===== src/rtl/serial_pkg.sv =====
// serial_pkg: shared constants for the PISO transmitter and matching SIPO receiver
package serial_pkg;
  typedef enum logic {ST_IDLE = 1'b0, ST_SHIFT = 1'b1} state_e;
  localparam int SER_WIDTH = 8;
endpackage


===== src/rtl/piso_shift_core.sv =====
// piso_shift_core: shift register with bit counter and first/last-bit flags
module piso_shift_core #(
  parameter int WIDTH     = 8,
  parameter int MSB_FIRST = 1
) (
  input  logic             clk,
  input  logic             reset,
  input  logic             i_load,
  input  logic             i_shift,
  input  logic [WIDTH-1:0] i_data,
  output logic             o_bit,
  output logic             o_first,
  output logic             o_last
);
  localparam int CW = $clog2(WIDTH);
  logic [WIDTH-1:0] r_sr;
  logic [CW-1:0]    r_cnt;
  always_ff @(posedge clk) begin
    if (reset) begin
      r_sr  <= '0;
      r_cnt <= '0;
    end else if (i_load) begin
      r_sr  <= i_data;
      r_cnt <= '0;
    end else if (i_shift) begin
      r_sr  <= (MSB_FIRST != 0) ? r_sr << 1 : r_sr >> 1;
      r_cnt <= r_cnt + 1'b1;
    end
  end
  assign o_bit   = (MSB_FIRST != 0) ? r_sr[WIDTH-1] : r_sr[0];
  assign o_first = r_cnt == '0;
  assign o_last  = r_cnt == CW'(WIDTH - 1);
endmodule


===== src/rtl/piso_serializer_tx.sv =====
// piso_serializer_tx: parallel-to-serial transmitter with one-word holding register
module piso_serializer_tx
  import serial_pkg::*;
#(
  parameter int WIDTH     = SER_WIDTH,
  parameter int MSB_FIRST = 1
) (
  input  logic             clk,
  input  logic             reset,
  input  logic             load,
  input  logic [WIDTH-1:0] parallel_in,
  output logic             ready,
  output logic             serial_out,
  output logic             serial_valid,
  output logic             frame_start,
  output logic             busy
);
  state_e           r_state;
  logic [WIDTH-1:0] r_hold;
  logic             r_hold_full;
  logic             w_bit, w_first, w_last_bit, w_shifting, w_accept, w_end, w_load_sr;
  assign w_shifting = r_state == ST_SHIFT;
  assign ready      = !reset && !r_hold_full;
  assign w_accept   = load && ready;
  assign w_end      = w_shifting && w_last_bit;
  // Shifter reloads from idle, or back-to-back on the last bit from hold or a direct accept
  assign w_load_sr  = (!w_shifting && w_accept) || (w_end && (r_hold_full || w_accept));
  piso_shift_core #(.WIDTH(WIDTH), .MSB_FIRST(MSB_FIRST)) u_core (
    .clk     (clk),
    .reset   (reset),
    .i_load  (w_load_sr),
    .i_shift (w_shifting && !w_last_bit),
    .i_data  (r_hold_full ? r_hold : parallel_in),
    .o_bit   (w_bit),
    .o_first (w_first),
    .o_last  (w_last_bit)
  );
  always_ff @(posedge clk) begin
    if (reset) begin
      r_state     <= ST_IDLE;
      r_hold      <= '0;
      r_hold_full <= 1'b0;
    end else begin
      if (w_load_sr) r_state <= ST_SHIFT;
      else if (w_end) r_state <= ST_IDLE;
      if (w_end && r_hold_full) begin
        r_hold      <= '0;
        r_hold_full <= 1'b0;
      end else if (w_shifting && !w_last_bit && w_accept) begin
        r_hold      <= parallel_in;
        r_hold_full <= 1'b1;
      end
    end
  end
  assign serial_valid = w_shifting;
  assign serial_out   = w_shifting && w_bit;
  assign frame_start  = w_shifting && w_first;
  assign busy         = w_shifting || r_hold_full;
endmodule

===== config.mk =====
export PLATFORM = sky130hd
export DESIGN_NAME = piso_serializer_tx
export DESIGN_NICKNAME = d
export VERILOG_FILES = /design/src/rtl/serial_pkg.sv /design/src/rtl/piso_shift_core.sv /design/src/rtl/piso_serializer_tx.sv
export SDC_FILE = /design/constraint.sdc
export NUM_CORES = 1
export LEC_CHECK = 0
export CAP_MARGIN = 20
export CORE_ASPECT_RATIO = 1.25
export CORE_MARGIN = 2
export CORE_UTILIZATION = 52
export DETAILED_ROUTE_END_ITERATION = 7
export PLACE_DENSITY = 0.77
export SLEW_MARGIN = 20
export SYNTH_ARGS = -nofsm -noshare
export SYNTH_HDL_FRONTEND = slang
export SYNTH_SLANG_ARGS = --single-unit

===== constraint.sdc =====
create_clock -name clk -period 1.6 [get_ports clk]
set_input_delay 0.24 -clock clk [delete_from_list [all_inputs] [get_ports clk]]
set_output_delay 0.24 -clock clk [all_outputs]
set_load 0.01 [all_outputs]

==> out/metrics.yaml <==
setup_path:
  crit_path_start: "serial_valid"
  ff2ff_path_depth: 5
  startpoint_type: "flip-flop"
  cp-end-kind: "output pin"
  critPathRequiredTime_ns: 1.36
  path_max_fanout: 3
  rr_startpoint: "u_core.r_cnt[0]"
  worst_ep_arrival_time_ns: 1.30
  crit_type: "reg2out"
timing:
  finalSetupViolCount: 0
  drv_slew: 0
  fin_crit_ns: 1.54
  slew_headroom_pct: 77.7
  max_freq_ghz: 0.651
  fin_skew_ns: 0.00215
  hold_violations: 0
  rsz0062_at_grt: "false"
  tns_ns: 0
  worstMarginPinSlew_ns: 0.334
  period_share_pct: 96.0
die:
  start_util_pct: 55.9
  rows: 18
  io_pins: 16
  die_w_um: 45.5
  core_area_sq_um: 2000
  die-area_sq_um: 2550
  die_h_um: 55.9
grt:
  grtUsageTotal_pct: 21.1
  antenna_found_initial: 0
  grt_pass1_wl_um: 4040
  grt_max_degree: 13
  grt_overflow: 0
  grt_pass1_vias: 911
clock_tree:
  cts_tree: "yes"
  cts_num_sinks: 21
  cts.clk_slew.worst_paths_ns: 0.12
  insertion_delay_ns: 0.31
  cts_buffers: 3
  cts-root-buf: "clkbuf_4"
  cts_htree_levels: 1
  cts_hold_buf: 0
  clk_path_buf_depth: 2
min_path:
  hold_path_class: "reg2reg"
  holdPathStages: 2
  hold_path.startpoint: "r_hold[7]"
finish:
  syn_to_final_growth_pct: 27.8
  nets: 164
  fin_area_sq_um: 1430
  drive_gt1_share_pct: 25.5
  fin_util_pct: 71.5
  n_antenna_cell: 0
yosys:
  syn_nets: 139
  muxShareOfSynthArea_pct: 7.25
  synth_cell_types: 33
  yosys_warnings: 0
  synth-compound-area-share_pct: 25.0
  synthArstFlopShare_pct: 0
  synth_top_family_by_area: "compound AO/OA/AOI/OAI gates"
  synth-xor-area-share_pct: 0.781
  synth-edff-count: 0
  ys_seq_area_share_pct: 37.5
  synth_flop_cell: "dfxtp_1"
  avgSynthCellArea_sq_um: 8.97
  syn_inst: 125
  synth_area_sq_um: 1120
  synth-simple-area-share_pct: 18.1
  synth_fa_ha_area_share_pct: 3.35
  ys_ff_latch: 21
detailed_routing:
  dr.pass1.iters: 4
  drc: 0
  vias_per_cell: 5.92
  vias: 1001
  drtIter0Drc: 30
  wl_per_cell_um: 14.7
  ant_nets: 0
  wirelength_um: 2480
power:
  fin_total_pwr_mw: 1.08
  p_leak_nw: 0.534
  power_density_nw_per_um2: 754
  peakVddDrop_v: 0.000693
placement:
  routabilityCongestion: 0.822
  place_hpwl_um: 1890
  portBuffers: 15
  dpl-instance-area_sq_um: 1360
run_status:
  outcome: "completed"
run:
  maxCapViolCount: 0
## path summary, 6_finish.rpt
kind / end / slack, ns
worst min register to register: r_hold[7] / 0.47
worst max register to register: u_core.r_sr[1] / 0.08
worst min-delay path: r_hold[7] / 0.47
worst max-delay path: serial_valid / 0.06
## worst max-delay path, stage by stage, from the launching register on
cell and delay [ns]:
dfxtp_2 0.35, buf_4 0.12, clkdlybuf4s50_1 0.52
## repair_timing
action | in CTS | in global routing
resized for setup | 5 | 9
pin swaps | 1 | 5
setup buffers | 1 | 0
endpoints found under the setup margin | 13 | 13
## where the power goes
part           internal (mW)  switching [mW]  leakage (nW)
sequential             0.553          0.0166         0.173
clock                 0.0935           0.170        0.0177
combinational          0.124           0.123         0.343
## per-stage QoR
step | cells | worst slack, ns | hold slack, ns
after CTS | 169 | 0.0258 | 0.472
after global routing | 169 | 0.000162 | 0.489
after detailed placement | 164 | -0.0451 | 0.455
after global placement | 164 | -0.0139 | 0.446
after floorplan | 125 | 0.135 | 0.387
final | 169 | 0.0641 | 0.473
## flip-flops by register name, summed over array words and instances (netlist names)
register and cells:
serial_valid 1, u_core.r_cnt 3, u_core.r_sr 8, r_hold 8, r_hold_full 1
## kinds of logic (layout without fill, tap and decap cells)
| kind of cell | after synthesis | after routing |
|---|---|---|
| and+or+nand+nor | 38 | 38 |
| AOI/OAI and AO/OA | 36 | 36 |
| DFF | 21 | 21 |
| buffers and inverters | 18 | 42 |
| muxes | 8 | 8 |
| adders and majority gates | 3 | 3 |
| xor gates and xnor gates | 1 | 1 |
## cell usage after synthesis, types with 5 or more instances
master	n	share of area, %
o21ai_2	8	6.3
mux2i_1	7	6.3
o221ai_1	5	3.9
a21oi_1	12	5.4
nand2_1	13	4.4
dfxtp_1	21	37
inv_1	10	3.3
nor2_1	6	2.0
nand3_1	8	3.6
## area by class of cell
| cell class | instances | area (sq um) |
|---|---|---|
| clock buffers | 3 | 22.5 |
| clock inverters | 1 | 5.00 |
| fillers | 161 | 572 |
| inverters | 10 | 37.5 |
| multi-input cells | 86 | 642 |
| flip-flops and latches | 21 | 425 |
| well taps | 20 | 25.0 |
| repair buffers | 28 | 275 |
## per-layer routing
layer / vias to the layer above / share of wire [%] / global-route usage [%]
met1: 474 / 44 / 28.8
met4: 0 / 2.3 / 8.40
li1: 500 / - / -
met5: - / 0 / 0
met2: 21 / 50 / 33.0
met3: 6 / 2.9 / 1.95
## cell usage in the layout (no fill, tap or decap), drive strengths merged
cell and instances:
dfxtp 21, nand2 13, buf 13, a21oi 12, clkdlybuf4s50 11, inv 10, nand3 8, o21ai 8
mux2i 7, nor2 6, o221ai 5, nand2b 4, o2111ai 3, clkbuf 3, ha 3, a32o 2
dlymetal6s2s 2, dlygate4sd2 2, nor3b 2, a31o 2, a221oi 2, and2b 1, or3b 1, or2 1
a221o 1, nand4b 1, xnor2 1, nor2b 1, mux2 1, a211o 1, clkinv 1
Note: power is estimated with default switching activity, not from simulation.
